<file path="src/rtl/pool_stream_engine_pkg.sv">
// rtl/pool_stream_engine_pkg.sv - shared types and width helpers for the pooling engine
package pool_pkg;

  typedef enum logic {
    POOL_AVG = 1'b0,
    POOL_MAX = 1'b1
  } pool_mode_e;

  typedef enum logic [1:0] {
    IDLE  = 2'd0,
    RUN   = 2'd1,
    DRAIN = 2'd2,
    DONE  = 2'd3
  } pool_state_e;

  // Right shift that turns a POOL*POOL window sum into its floor average.
  function automatic int pool_shift(input int pool);
    return 2 * $clog2(pool);
  endfunction

  function automatic int pool_acc_w(input int data_w, input int pool);
    return data_w + pool_shift(pool);
  endfunction

  function automatic bit pool_legal(input int pool);
    return (pool == 2) || (pool == 4) || (pool == 8);
  endfunction

endpackage

</file>
<file path="src/rtl/pool_stream_engine_if.sv">
// rtl/pool_stream_engine_if.sv - pixel-in / pooled-pixel-out stream pair
interface pool_stream_engine_if #(
  parameter int DATA_W = 16
);

  logic signed [DATA_W-1:0] in_data;
  logic                     in_valid;
  logic                     in_ready;
  logic signed [DATA_W-1:0] out_data;
  logic                     out_valid;
  logic                     out_ready;

  modport master (
    output in_data, in_valid, out_ready,
    input  in_ready, out_data, out_valid
  );

  modport slave (
    input  in_data, in_valid, out_ready,
    output in_ready, out_data, out_valid
  );

endinterface

</file>
<file path="src/rtl/pool_stream_engine_combine.sv">
// rtl/pool_stream_engine_combine.sv - per-pixel window combine and final pooled value
module pool_combine
  import pool_pkg::*;
#(
  parameter int DATA_W = 16,
  parameter int POOL   = 2,
  localparam int ACC_W = pool_acc_w(DATA_W, POOL)
) (
  input  logic                     first_i,
  input  pool_mode_e               mode_i,
  input  logic signed [ACC_W-1:0]  acc_i,
  input  logic signed [DATA_W-1:0] pix_i,
  output logic signed [ACC_W-1:0]  acc_o,
  output logic signed [DATA_W-1:0] res_o
);

  localparam int SHIFT = pool_shift(POOL);

  logic signed [ACC_W-1:0] pix_ext;
  logic signed [ACC_W-1:0] sum;
  logic signed [ACC_W-1:0] shifted;

  assign pix_ext = {{SHIFT{pix_i[DATA_W-1]}}, pix_i};
  assign sum     = acc_i + pix_ext;

  always_comb begin
    acc_o = sum;
    if (first_i) begin
      acc_o = pix_ext;
    end else if (mode_i == POOL_MAX) begin
      acc_o = (pix_ext > acc_i) ? pix_ext : acc_i;
    end
  end

  // Arithmetic shift floors toward minus infinity; the quotient always fits DATA_W.
  assign shifted = acc_o >>> SHIFT;
  assign res_o   = (mode_i == POOL_MAX) ? acc_o[DATA_W-1:0] : shifted[DATA_W-1:0];

endmodule

</file>
<file path="src/rtl/pool_stream_engine.sv">
// rtl/pool_stream_engine.sv - streaming POOLxPOOL average/max pooling engine
module pool_stream_engine
  import pool_pkg::*;
#(
  parameter int DATA_W = 16,
  parameter int IMG_W  = 28,
  parameter int IMG_H  = 28,
  parameter int POOL   = 2
) (
  input  logic                 clk,
  input  logic                 rst_n,
  input  logic                 start,
  input  logic                 mode,
  pool_stream_engine_if.slave  strm,
  output logic                 busy,
  output logic                 finish
);

  localparam int LOG_P  = $clog2(POOL);
  localparam int ACC_W  = pool_acc_w(DATA_W, POOL);
  localparam int NOC    = IMG_W / POOL;
  localparam int NOR    = IMG_H / POOL;
  localparam int USED_W = NOC * POOL;
  localparam int USED_H = NOR * POOL;
  localparam int CW     = $clog2(IMG_W);
  localparam int RW     = $clog2(IMG_H);
  localparam int OCW    = (NOC > 1) ? $clog2(NOC) : 1;

  localparam logic [1:0] ST_IDLE  = IDLE;
  localparam logic [1:0] ST_RUN   = RUN;
  localparam logic [1:0] ST_DRAIN = DRAIN;
  localparam logic [1:0] ST_DONE  = DONE;

  if (!pool_legal(POOL)) begin : g_pool_check
    $error("pool_stream_engine: POOL must be 2, 4 or 8");
  end

  logic [1:0]               state_q, state_d;
  pool_mode_e               mode_q;
  logic [CW-1:0]            col_q, col_d;
  logic [RW-1:0]            row_q, row_d;
  logic signed [ACC_W-1:0]  acc_q [NOC];
  logic signed [DATA_W-1:0] out_data_q;
  logic                     out_valid_q;

  logic                     in_ready;
  logic                     pix_fire;
  logic                     in_win;
  logic                     win_first;
  logic                     win_close;
  logic                     last_col;
  logic                     last_row;
  logic [OCW-1:0]           oc;
  logic signed [ACC_W-1:0]  acc_nxt;
  logic signed [DATA_W-1:0] res;

  // A held result blocks input, so a closing pixel can never overwrite it.
  assign in_ready  = (state_q == ST_RUN) && (!out_valid_q || strm.out_ready);
  assign pix_fire  = strm.in_valid && in_ready;

  assign in_win    = (int'(col_q) < USED_W) && (int'(row_q) < USED_H);
  assign win_first = (col_q[LOG_P-1:0] == '0) && (row_q[LOG_P-1:0] == '0);
  assign win_close = (&col_q[LOG_P-1:0]) && (&row_q[LOG_P-1:0]);
  assign last_col  = (col_q == CW'(IMG_W - 1));
  assign last_row  = (row_q == RW'(IMG_H - 1));
  assign oc        = in_win ? OCW'(col_q >> LOG_P) : '0;

  pool_combine #(
    .DATA_W (DATA_W),
    .POOL   (POOL)
  ) u_combine (
    .first_i (win_first),
    .mode_i  (mode_q),
    .acc_i   (acc_q[oc]),
    .pix_i   (strm.in_data),
    .acc_o   (acc_nxt),
    .res_o   (res)
  );

  always_comb begin
    state_d = state_q;
    col_d   = col_q;
    row_d   = row_q;
    case (state_q)
      ST_IDLE: begin
        if (start) begin
          state_d = ST_RUN;
          col_d   = '0;
          row_d   = '0;
        end
      end
      ST_RUN: begin
        if (pix_fire) begin
          if (last_col) begin
            col_d = '0;
            if (last_row) begin
              row_d   = '0;
              state_d = ST_DRAIN;
            end else begin
              row_d = row_q + RW'(1);
            end
          end else begin
            col_d = col_q + CW'(1);
          end
        end
      end
      ST_DRAIN: begin
        if (!out_valid_q) begin
          state_d = ST_DONE;
        end
      end
      default: begin
        state_d = ST_IDLE;
      end
    endcase
  end

  always_ff @(posedge clk or negedge rst_n) begin
    if (!rst_n) begin
      state_q <= ST_IDLE;
      mode_q  <= POOL_AVG;
      col_q   <= '0;
      row_q   <= '0;
    end else begin
      state_q <= state_d;
      col_q   <= col_d;
      row_q   <= row_d;
      if (state_q == ST_IDLE && start) begin
        mode_q <= pool_mode_e'(mode);
      end
    end
  end

  // Window partials need no reset: each window's first pixel overwrites its entry.
  always_ff @(posedge clk) begin
    if (pix_fire && in_win) begin
      acc_q[oc] <= acc_nxt;
    end
  end

  always_ff @(posedge clk or negedge rst_n) begin
    if (!rst_n) begin
      out_valid_q <= 1'b0;
      out_data_q  <= '0;
    end else if (pix_fire && in_win && win_close) begin
      out_valid_q <= 1'b1;
      out_data_q  <= res;
    end else if (out_valid_q && strm.out_ready) begin
      out_valid_q <= 1'b0;
    end
  end

  assign strm.in_ready  = in_ready;
  assign strm.out_data  = out_data_q;
  assign strm.out_valid = out_valid_q;
  assign busy           = (state_q == ST_RUN) || (state_q == ST_DRAIN);
  assign finish         = (state_q == ST_DONE);

endmodule

</file>
<file path="src/flat_wrapper.sv">
// flat-port wrapper written by rule: the top's interface ports become plain ports
module pool_stream_engine_flat import pool_pkg::*;
#(
  parameter int DATA_W = 16,
  parameter int IMG_W  = 28,
  parameter int IMG_H  = 28,
  parameter int POOL   = 2
)
  (clk, rst_n, start, mode, busy, finish, strm_in_data, strm_in_valid, strm_out_ready, strm_in_ready, strm_out_data, strm_out_valid);
  pool_stream_engine_if #(.DATA_W(DATA_W)) strm_i ();
  input  logic clk;
  input  logic rst_n;
  input  logic start;
  input  logic mode;
  output logic busy;
  output logic finish;
  input wire logic [$bits(strm_i.in_data)-1:0] strm_in_data;
  input wire logic [$bits(strm_i.in_valid)-1:0] strm_in_valid;
  input wire logic [$bits(strm_i.out_ready)-1:0] strm_out_ready;
  output wire logic [$bits(strm_i.in_ready)-1:0] strm_in_ready;
  output wire logic [$bits(strm_i.out_data)-1:0] strm_out_data;
  output wire logic [$bits(strm_i.out_valid)-1:0] strm_out_valid;
  assign strm_i.in_data = strm_in_data;
  assign strm_i.in_valid = strm_in_valid;
  assign strm_i.out_ready = strm_out_ready;
  assign strm_in_ready = strm_i.in_ready;
  assign strm_out_data = strm_i.out_data;
  assign strm_out_valid = strm_i.out_valid;
  pool_stream_engine #(.DATA_W(DATA_W), .IMG_W(IMG_W), .IMG_H(IMG_H), .POOL(POOL)) u_core (.clk(clk), .rst_n(rst_n), .start(start), .mode(mode), .strm(strm_i), .busy(busy), .finish(finish));
endmodule
</file>
<file path="config.mk">
export PLATFORM = sky130hd
export DESIGN_NAME = pool_stream_engine_flat
export DESIGN_NICKNAME = d
export VERILOG_FILES = /design/src/rtl/pool_stream_engine_pkg.sv /design/src/rtl/pool_stream_engine_if.sv /design/src/rtl/pool_stream_engine_combine.sv /design/src/rtl/pool_stream_engine.sv /design/src/flat_wrapper.sv
export SDC_FILE = /design/constraint.sdc
export NUM_CORES = 1
export LEC_CHECK = 0
export CAP_MARGIN = 25
export CORE_MARGIN = 2
export CORE_UTILIZATION = 62
export DETAILED_ROUTE_END_ITERATION = 8
export PLACE_DENSITY = 0.8
export SYNTH_ARGS = -nofsm -noshare
export SYNTH_HDL_FRONTEND = slang
export SYNTH_SLANG_ARGS = --single-unit
</file>
<file path="constraint.sdc">
create_clock -name clk -period 5.2 [get_ports clk]
set_clock_uncertainty 0.15 [all_clocks]
set_input_delay 0.52 -clock clk [delete_from_list [all_inputs] [get_ports clk]]
set_output_delay 0.52 -clock clk [all_outputs]
set_load 0.01 [all_outputs]
</file>
==> results of run 1 <==
timing repair:
| action | CTS | global route |
|---|---|---|
| pin swaps | 0 | 1 |
| gates resized for setup | 1 | 14 |
| endpoints found under the setup margin | 14 | 195 |
| cloned | 0 | 0 |
worst paths after layout:
| check | startpoint | end | cells past startpoint |
|---|---|---|---|
| max in group asynchronous | rst_n | u_core.col_q[1] | 2 |
| hold / removal | rst_n | u_core.state_q[0] | 2 |
| setup / recovery | u_core.row_q[3] | u_core.acc_q[6][14] | 14 |
| hold reg to reg | u_core.strm.out_data[8] | u_core.strm.out_data[8] | 2 |
| setup reg to reg | u_core.row_q[3] | u_core.acc_q[6][14] | 14 |
| min in group clk | u_core.strm.out_data[8] | u_core.strm.out_data[8] | 2 |
flip-flops by register name (all words and copies together), names as in the netlist:
name	flops
u_core.mode_q	1
u_core.state_q	2
u_core.strm.out_valid	1
u_core.strm.out_data	16
u_core.acc_q	252
u_core.row_q	5
u_core.col_q	5
critical path, cell delays in order (launching register included):
cell	delay [ns]
dfrtp_2	0.47
a32oi_2	0.44
buf_4	0.26
nand2_1	0.26
a211oi_1	0.35
o21ai_0	0.17
and3_1	0.26
ha_1	0.40
o21bai_1	0.30
a211oi_1	0.13
o221a_1	0.31
or3_4	0.38
a31oi_1	0.20
xor2_1	0.12
o221ai_2	0.51
synth_stat cells, types with 3 or more instances:
cell         n  share of area, %
a22oi_1      9              0.51
a222oi_1    11              0.83
buf_1        4              0.11
nand4_1      4              0.19
o221ai_1     9              0.59
nor4_1       5              0.23
dfrtp_1     30               5.6
nand2_1     98               2.8
nor2_1      97               2.7
a221oi_1     6              0.39
nand2b_1    11              0.52
o211ai_1     7              0.39
buf_6        5              0.42
mux2_2      10              0.84
xnor2_1      6              0.39
o31a_1       3              0.20
nor3_1      16              0.60
and4_1       4              0.26
o21ai_0     44               1.7
nand3b_1     3              0.17
o22ai_1     43               2.0
nor2b_1     12              0.56
o21bai_1     4              0.23
o31ai_1     19               1.1
clkbuf_1    27              0.76
o311ai_0     3              0.20
xor2_1       3              0.20
o21ai_1      5              0.19
or2_2        5              0.23
inv_1       41               1.2
and3_1       9              0.42
nand3_1     37               1.4
buf_2       16              0.60
edfxtp_1   252                57
ha_1        44               4.1
o21a_1       4              0.23
mux2i_1     14               1.1
a21oi_1     47               1.8
a211oi_1    11              0.62
and2_1       3              0.14
a211o_1      4              0.26
a21o_1       9              0.51
a32oi_1      8              0.53
a31oi_1     21              0.98
a2bb2oi_1    3              0.20
through the flow:
step	hold WS, ns	util (%)
2_1_floorplan	0.0744	-
3_3_place_gp	0.315	69.3
3_5_place_dp	0.315	69.6
4_1_cts	0.229	73.7
5_1_grt	0.258	73.9
6_report	0.212	73.9
per-layer routing:
metal | vias up | global-route usage (%) | part of all wire [%]
li1 | 4421 | - | -
met5 | - | 0 | 0
met2 | 772 | 56.1 | 47
met3 | 134 | 6.48 | 12
met4 | 0 | 14.6 | 4.1
met1 | 4999 | 46.8 | 37
kinds of logic (layout without fill, tap and decap cells):
logic type               count (synthesis)  count (layout)  share of synthesized area, %
AO/OA/AOI/OAI                          296             296                          15.4
XOR/XNOR                                 9               9                         0.591
AND/OR/NAND/NOR                        333             333                          12.4
adder cells (fa/ha/maj)                 45              45                          4.28
buffers and inverters                   95             228                          3.13
flip-flops                             282             282                          62.3
multiplexers                            24              24                          1.89
cell usage in the layout (no fill, tap or decap), drive strengths merged, types with 7 or more instances in the layout:
master         instances
a21oi                 49
a32oi                  8
o221ai                10
o21ai                 49
inv                   43
o31ai                 20
a21o                   9
o22ai                 43
a31oi                 21
mux2                  10
nor2b                 12
mux2i                 14
ha                    44
nor2                  97
nand2                100
nor3                  18
nand3                 38
a211oi                11
and3                  11
a221oi                 7
edfxtp               252
clkdlybuf4s50         41
clkinv                12
clkbuf                31
dfrtp                 30
a222oi                11
buf                   97
o211ai                 7
a22oi                 11
nand2b                11
layout make-up:
class / instances / area (um^2)
Sequential cell: 282 / 8320
Clock buffer: 31 / 712
Tap cell: 275 / 344
Clock inverter: 17 / 149
Timing Repair Buffer: 138 / 1200
Inverter: 42 / 158
Multi-Input combinational cell: 707 / 4700
Fill cell: 1372 / 5500
==> results.md, run 1 <==
- Run status: finished, final reports clean
- Achievable frequency: 199 MHz
- Tcrit/Tclk final: 96.7%
- Post-synth EDFFs: 252
- Min cycle time layout: 5.03 ns
- Vias/cell: 6.92
- Arrival time worst endpoint: 5.13 ns
- CP Launch Type: register
- Clock Tree Root: clkbuf_16
- #FFs+latches synth: 282
- Routed Antenna Nets: 0
- Final wirelength: roughly 40,000 um
- GPL Wtd Cong: 0.971
- RSZ-0062 raised after global routing: yes
- DR pass1 iterations: 6
- Initial antenna violation count: 0
- Global route total overflow: 0
- Initial core utilization: a little over three fifths
- Seq/Total Area, Yosys: 62.3%
- Routed vias: 10,300
- Final Hold Viols: 0
- Post-Layout Cell Count: ~1,500
- Placed instance area: 0.0147 mm^2
- Crit path max fanout: 14
- PortBufs: 41
- Hold/Removal Path Class: primary input to async pin
- Syn_area_per_cell: 12.3 um^2
- Remaining DRCs: 0
- DIE WIDTH: 151 um
- Nets@finish: 1,266
- Layout cells sized above 1: 17.0%
- YS warnings: 0
- Slew @ Worst Pin: 1.02 ns
- Synthesized cell area: 0.0133 mm^2
- Endpoint class of the critical path: register
- Cell area after layout: between 0.015 and 0.02 mm^2
- Post-synth top flop: edfxtp_1
- TritonCTS clock tree: yes
- Max-slew violations: 0
- Final setup margin: approximately 0.17 ns
- Area growth syn-to-layout: 16.8%
- ANT cells: 0
- Setup slack, reg-to-reg: ~0.17 ns
- WS Path Type: register to register
- Die Ht: approximately 150 um
- First-pass GRT wire length: 58,200 um
- Worst slack, placed: -0.0816 ns
- Hold buffer count at CTS: 0
- Std cell rows: 53
- Max clock buf depth: 3
- Post-CTS Setup Bufs: 0
- Asr flop ratio synth: between 10% and 20%
- CTS buffer count: 28
- WL/cell: 26.3 um
- Worst skew pair latency: 0.56 ns
- Clk sinks: roughly 280
- Final setup fails: 0
- GRT Resource Usage Total: 34.8%
- Iteration-0 DRC count of the detailed router: approximately 1,400
- Core area: around 0.021 mm^2
- DP HPWL: 26,100 um
- CTS HTree Levels: 1
- Netlist cell types: 89
- Placed instance count: 1,444
- Syn nets: 1,151
- Clock-pin transition on the worst setup and hold timing paths: 0.07 ns
- Max-Cap Viols: 0
- Worst Path Required: about 5.3 ns
- DIE AREA: 0.0227 mm^2
- Synth Instances: 1,084
- Largest net degree at the start of global routing: 31
- Vias in the first global route: 9,984
- Setup Total Neg Slack: 0 ns
- Relative slew slack: 31.5%
- Top-level I/O count: 42
Power of run 1 is left out: the tool's default activity adds up to more than one toggle a clock period on the data nets, which glitch-free logic cannot reach.
==> inputs of run 2 (changes only) <==
--- a/config.mk
+++ b/config.mk
@@ -10,6 +10,7 @@
 export CORE_UTILIZATION = 62
 export DETAILED_ROUTE_END_ITERATION = 8
 export PLACE_DENSITY = 0.8
+export SETUP_SLACK_MARGIN = 0.1
 export SYNTH_ARGS = -nofsm -noshare
 export SYNTH_HDL_FRONTEND = slang
 export SYNTH_SLANG_ARGS = --single-unit
==> run 2 against run 1 <==
Effect of this change:
- sequential share of layout area decreased by 0.60 points
- first-iteration DRC count increased by 6.5%
- worst hold slack improved by 0.0070 ns
- core utilization increased by 0.84 points
- final cell count increased by 0.60%
- fmax increased by 0.79%
- clock-buffer cell count unchanged
- critical path depth increased by 2
- setup slack improved by 0.039 ns
- highest routed layer unchanged
==> results.md, run 2 (same netlist as run 1, synthesis figures left out) <==
- Run status: finished, final reports clean (unchanged)
- Endpoint class of the critical path: register (unchanged)
- Hold/Removal Path Class: primary input to async pin (unchanged)
- Final setup fails: 0 (unchanged)
- TritonCTS clock tree: yes (unchanged)
- Worst r2r src: u_core.row_q[4] (was u_core.row_q[3])
- Placed instance count: 1,444 (unchanged)
- Metal-1 WL: 14,900 um (was 14,500 um)
- DR pass1 iterations: 6 (unchanged)
- Top-level I/O count: 42 (unchanged)
- Routed met2 length: 18,500 um (about the same)
- Arrival time worst endpoint: 5.12 ns (was 5.13 ns)
- Most frequent cells in the layout: edfxtp_1, buf_4, nand2_1 (was edfxtp_1, nand2_1, buf_4)
- CP Launch Type: register (unchanged)
- GPL Wtd Cong: 0.971 (unchanged)
- Core area: 0.0211 mm^2 (unchanged)
- Iteration-0 DRC count of the detailed router: 1,477 (was 1,387)
- Cell area after layout: 0.0158 mm^2 (was 0.0156 mm^2)
- Layout cells sized above 1: 18.6% (was 17.0%)
- Area growth syn-to-layout: 18.2% (was 16.8%)
- Max FFs per register: 252 (unchanged)
- Routed Antenna Nets: 0 (unchanged)
- Max clock buf depth: 3 (unchanged)
- Crit path max fanout: 8 (was 14)
- Routed vias: 10,400 (was 10,300)
- Remaining DRCs: 0 (unchanged)
- Largest net degree at the start of global routing: 31 (unchanged)
- Placed instance area: 0.0147 mm^2 (unchanged)
- DP HPWL: 26,100 um (unchanged)
- Clk sinks: 282 (unchanged)
- CTS buffer count: 28 (unchanged)
- RSZ-0062 raised after global routing: no (was yes)
- Max-slew violations: 0 (unchanged)
- Clock-pin transition on the worst setup and hold timing paths: 0.07 ns (about the same)
- Die Ht: 151 um (unchanged)
- Relative slew slack: 32.7% (was 31.5%)
- DIE AREA: 0.0227 mm^2 (unchanged)
- Vias in the first global route: 9,984 (unchanged)
- Tcrit/Tclk final: 96.0% (was 96.7%)
- Most flops, register: u_core.acc_q (unchanged)
- First-pass GRT wire length: 58,200 um (unchanged)
- GRT Resource Usage Total: 34.8% (unchanged)
- Initial antenna violation count: 0 (unchanged)
- ANT cells: 0 (unchanged)
- Worst Path Required: 5.33 ns (was 5.30 ns)
- Post-Layout Cell Count: 1,501 (was 1,492)
- WS Path Type: register to register (unchanged)
- Max-Cap Viols: 0 (unchanged)
- Final Hold Viols: 0 (unchanged)
- Slew @ Worst Pin: 1.01 ns (was 1.02 ns)
- PortBufs: 41 (unchanged)
- Clock Tree Root: clkbuf_16 (unchanged)
- Commonest non-fill, non-tap cell in the layout: edfxtp_1 (unchanged)
- Nets@finish: 1,275 (was 1,266)
- Worst Setup SP: u_core.row_q[4] (was u_core.row_q[3])
- WL/cell: 26.3 um (about the same)
- Global route total overflow: 0 (unchanged)
- DIE WIDTH: 151 um (unchanged)
- Std cell rows: 53 (unchanged)
- Met3 WL: 4450 um (was 4690 um)
- Worst skew pair latency: 0.56 ns (about the same)
- Final wirelength: 39,500 um (was 39,300 um)
- Setup Total Neg Slack: 0 ns (unchanged)
- Top routing layer used: met4 (unchanged)
- Min cycle time layout: 4.99 ns (was 5.03 ns)
- CTS HTree Levels: 1 (unchanged)
- Initial core utilization: 63.3% (unchanged)
- Achievable frequency: 200 MHz (was 199 MHz)
- Vias/cell: 6.91 (was 6.92)
## run 2: critical path, cell delays in order, from the launching register on
cell and delay (ns):
dfrtp_2 0.49, a32oi_4 0.37, buf_4 0.24, nand2_1 0.27, a211oi_1 0.35, o21ai_0 0.16, and3_1 0.26, ha_1 0.41
o21bai_1 0.31, a211oi_1 0.13, o221a_1 0.31, or3_4 0.38, buf_4 0.15, xnor2_2 0.18, a221oi_2 0.08, buf_4 0.19
clkdlybuf4s15_2 0.26
## run 2: layout make-up
cell class / instances / area, um^2
clock buffer: 31 / 712
fill: 1337 / 5320
tap: 275 / 344
inverter: 42 / 158
multi-input combinational: 707 / 4810
clock inverter: 17 / 149
timing repair buffer: 147 / 1270
sequential: 282 / 8320
## run 2: timing repair
action | in CTS | in global routing
hold endpoints to repair | 0 | 0
hold buffers | 0 | 0
resized for setup | 1 | 36
pin swaps | 0 | 6
setup buffers | 0 | 7
setup endpoints to repair | 14 | 253
gates cloned | 0 | 2
## run 2: layer usage
metal  up-vias  global-route usage (%)
li1       4442                       -
met1      5023                    46.8
met2       760                    56.1
met3       147                    6.48
met4         0                    14.6
met5         -                       0
## run 2: worst paths after layout
kind                                      endpoint  slack, ns  cells after the start
min in group clk           u_core.strm.out_data[8]       0.34                      2
max reg2reg                   u_core.acc_q[13][12]       0.21                     16
min                              u_core.state_q[0]       0.22                      2
min reg2reg                u_core.strm.out_data[8]       0.34                      2
max                           u_core.acc_q[13][12]       0.21                     16
max in group asynchronous          u_core.col_q[1]       4.34                      2
## run 2: stage by stage
step	hold slack (ns)	worst slack, ns	util (%)
floorplan	0.0744	0.489	-
global placement	0.315	0.0535	69.3
detailed placement	0.315	-0.0816	69.6
CTS	0.229	0.141	73.7
global route	0.258	0.0919	74.8
finish	0.219	0.209	74.8
Power of run 2 is left out for the same reason.
==> inputs of run 3 (changes only) <==
--- a/config.mk
+++ b/config.mk
@@ -6,11 +6,12 @@
 export NUM_CORES = 1
 export LEC_CHECK = 0
 export CAP_MARGIN = 25
-export CORE_MARGIN = 2
-export CORE_UTILIZATION = 62
+export CELL_PAD_IN_SITES_DETAIL_PLACEMENT = 1
+export CELL_PAD_IN_SITES_GLOBAL_PLACEMENT = 1
+export CORE_UTILIZATION = 51
 export DETAILED_ROUTE_END_ITERATION = 8
-export PLACE_DENSITY = 0.8
-export SETUP_SLACK_MARGIN = 0.1
+export PLACE_DENSITY_LB_ADDON = 0.1
+export SETUP_SLACK_MARGIN = 0.4
 export SYNTH_ARGS = -nofsm -noshare
 export SYNTH_HDL_FRONTEND = slang
 export SYNTH_SLANG_ARGS = --single-unit
==> run 3 against run 2 <==
Effect of this change:
- critical path depth down 1
- register-to-register slack gained 0.15 ns
- final area up 3.2%
- global-route usage fell by 0.083 points
- via count grew 1.9%
- critical endpoint is now u_core.acc_q[1][14]
- highest routed layer unchanged
==> results.md, run 3 (same netlist as run 1, synthesis figures left out) <==
- Run status: finished, final reports clean (unchanged)
- Commonest non-fill, non-tap cell in the layout: edfxtp_1 (unchanged)
- Slowest-stage cell, CP: or4b_4 (was dfrtp_2)
- Worst skew pair latency: 0.59 ns (was 0.56 ns)
- Clk sinks: 282 (unchanged)
- Slew @ Worst Pin: 1.00 ns (was 1.01 ns)
- CP Launch Type: register (unchanged)
- Routed Antenna Nets: 0 (unchanged)
- PortBufs: 41 (unchanged)
- Relative slew slack: 33.0% (was 32.7%)
- Min cycle time layout: 4.84 ns (was 4.99 ns)
- Initial antenna violation count: 0 (unchanged)
- Max FFs per register: 252 (unchanged)
- GRT Max-Usage Layer: met2 (unchanged)
- Vias/cell: 6.77 (was 6.91)
- Final core occ: 64.1% (was 74.8%)
- TritonCTS clock tree: yes (unchanged)
- GPL Wtd Cong: 0.951 (was 0.971)
- CP top delay family: simple AND/OR/NAND/NOR gates (was compound AO/OA/AOI/OAI gates)
- Met2 usage: 56.7% (was 56.1%)
- CTS HTree Levels: 1 (unchanged)
- Routed vias: 10,600 (was 10,400)
- Max-slew violations: 0 (unchanged)
- Core area: 0.0254 mm^2 (was 0.0211 mm^2)
- Crit path max fanout: 8 (unchanged)
- GR Util met3: 4.97% (was 6.48%)
- Arrival time worst endpoint: 5.03 ns (was 5.12 ns)
- Achievable frequency: 206 MHz (was 200 MHz)
- Remaining DRCs: 0 (unchanged)
- DP HPWL: 29,700 um (was 26,100 um)
- Most frequent cells in the layout: edfxtp_1, nand2_1, buf_4 (was edfxtp_1, buf_4, nand2_1)
- Vias in the first global route: 10,700 (was 9,984)
- Largest net degree at the start of global routing: 37 (was 31)
- Worst R2R End: u_core.acc_q[1][14] (was u_core.acc_q[13][12])
- Critical Path, Cell by Cell: and3_4 > or3_4 > buf_4 > a22oi_2 > a21oi_1 > or4b_4 > ha_4 > a21o_1 > or4_4 > o221a_1 > or3_4 > a31oi_4 > xor2_2 > o221ai_4 > buf_4 (was a32oi_4 > buf_4 > nand2_1 > a211oi_1 > o21ai_0 > and3_1 > ha_1 > o21bai_1 > a211oi_1 > o221a_1 > or3_4 > buf_4 > xnor2_2 > a221oi_2 > buf_4 > clkdlybuf4s15_2)
- Layout cells sized above 1: 22.3% (was 18.6%)
- Setup Total Neg Slack: 0 ns (unchanged)
- DIE AREA: 0.0268 mm^2 (was 0.0227 mm^2)
- Depth of the most critical reg-to-reg path: 15 (was 16)
- Worst Path Required: 5.38 ns (was 5.33 ns)
- Worst r2r src: u_core.row_q[2] (was u_core.row_q[4])
- Final Hold Viols: 0 (unchanged)
- Die Ht: 164 um (was 151 um)
- WL/cell: 29.7 um (was 26.3 um)
- Area growth syn-to-layout: 22.0% (was 18.2%)
- Clock-pin transition on the worst setup and hold timing paths: 0.07 ns (about the same)
- Initial core utilization: 52.5% (was 63.3%)
- Max clock buf depth: 3 (unchanged)
- Setup slack, reg-to-reg: 0.36 ns (was 0.21 ns)
- Top-level I/O count: 42 (unchanged)
- Most flops, register: u_core.acc_q (unchanged)
- Final setup fails: 0 (unchanged)
- RSZ-0062 raised after global routing: yes (was no)
- GR Util met1: 46.8% (about the same)
- Sequential Area: 0.00833 mm^2 (was 0.00832 mm^2)
- GRT Resource Usage Total: 34.7% (was 34.8%)
- Clock Tree Root: clkbuf_16 (unchanged)
- Tcrit/Tclk final: 93.1% (was 96.0%)
- ANT cells: 0 (unchanged)
- DR pass1 iterations: 8 (was 6)
- Hold/Removal Path Class: primary input to async pin (unchanged)
- Final wirelength: 46,400 um (was 39,500 um)
- Multi-input logic area: 0.00502 mm^2 (was 0.00481 mm^2)
- Nets@finish: 1,282 (was 1,275)
- Iteration-0 DRC count of the detailed router: 1,380 (was 1,477)
- First-pass GRT wire length: 67,800 um (was 58,200 um)
- WS Path Type: register to register (unchanged)
- Max-Cap Viols: 0 (unchanged)
- Global route total overflow: 0 (unchanged)
- DIE WIDTH: 164 um (was 151 um)
- Std cell rows: 58 (was 53)
- CP bufs+invs: 2 (was 4)
- Fillers: 2,493 (was 1,337)
- Crit path largest cell delay: 0.63 ns (was 0.49 ns)
- Endpoint class of the critical path: register (unchanged)
- CTS buffer count: 30 (was 28)
==> run 3: cell type report <==
| class | instances | share of cell area (%) |
|---|---|---|
| clock buffers | 42 | 5.34 |
| well taps | 330 | 2.54 |
| clock inverters | 7 | 0.546 |
| multi-input cells | 708 | 30.8 |
| flip-flops and latches | 282 | 51.2 |
| repair buffers | 151 | 8.61 |
| inverters | 42 | 0.984 |
==> run 3: worst reg2reg max path: cells and delay by family (launching register included) <==
family                   cells  cell delay, ns
AO/OA/AOI/OAI                6            1.00
XOR/XNOR                     1            0.24
adder cells (fa/ha/maj)      1            0.20
buffers and inverters        2            0.38
flip-flops                   1            0.46
AND/OR/NAND/NOR              5            2.22
==> run 3: per-stage QoR <==
| step | hold slack (ns) | cells | worst slack (ns) | area, um^2 |
|---|---|---|---|---|
| final | 0.205 | 1562 | 0.357 | 16300 |
| after global routing | 0.267 | 1562 | 0.313 | 16300 |
| after CTS | 0.213 | 1548 | 0.398 | 15900 |
| after detailed placement | 0.327 | 1485 | 0.00649 | 14700 |
| after global placement | 0.319 | 1483 | 0.147 | 14600 |
| after floorplan | 0.0744 | 1084 | 0.489 | 13300 |
==> run 3: what timing repair did <==
item | CTS | global route
hold endpoints to repair | 0 | 0
resized for setup | 43 | 78
pin swaps | 12 | 28
setup buffers | 11 | 11
setup endpoints to repair | 257 | 252
gates cloned | 3 | 3
hold buffers | 0 | 0
==> run 3: worst max-delay path by stage <==
stage	endpoint	slack, ns	from	cells after the start
final	u_core.acc_q[1][14]	0.36	u_core.row_q[2]	15
after global routing	u_core.acc_q[5][14]	0.31	u_core.row_q[2]	15
after CTS	u_core.acc_q[9][12]	0.40	u_core.col_q[2]	16
after detailed placement	u_core.acc_q[3][15]	0.006	u_core.row_q[3]	14
after global placement	u_core.acc_q[2][12]	0.15	u_core.col_q[2]	15
after floorplan	u_core.acc_q[0][8]	0.49	u_core.row_q[4]	16
==> run 3: per-layer routing <==
metal | share of wire [%] | wire length, um
met3 | 8.4 | 3900
met5 | 0 | 0
met1 | 40 | 18600
met2 | 48 | 22100
met4 | 4.0 | 1850
Power of run 3 is left out for the same reason.
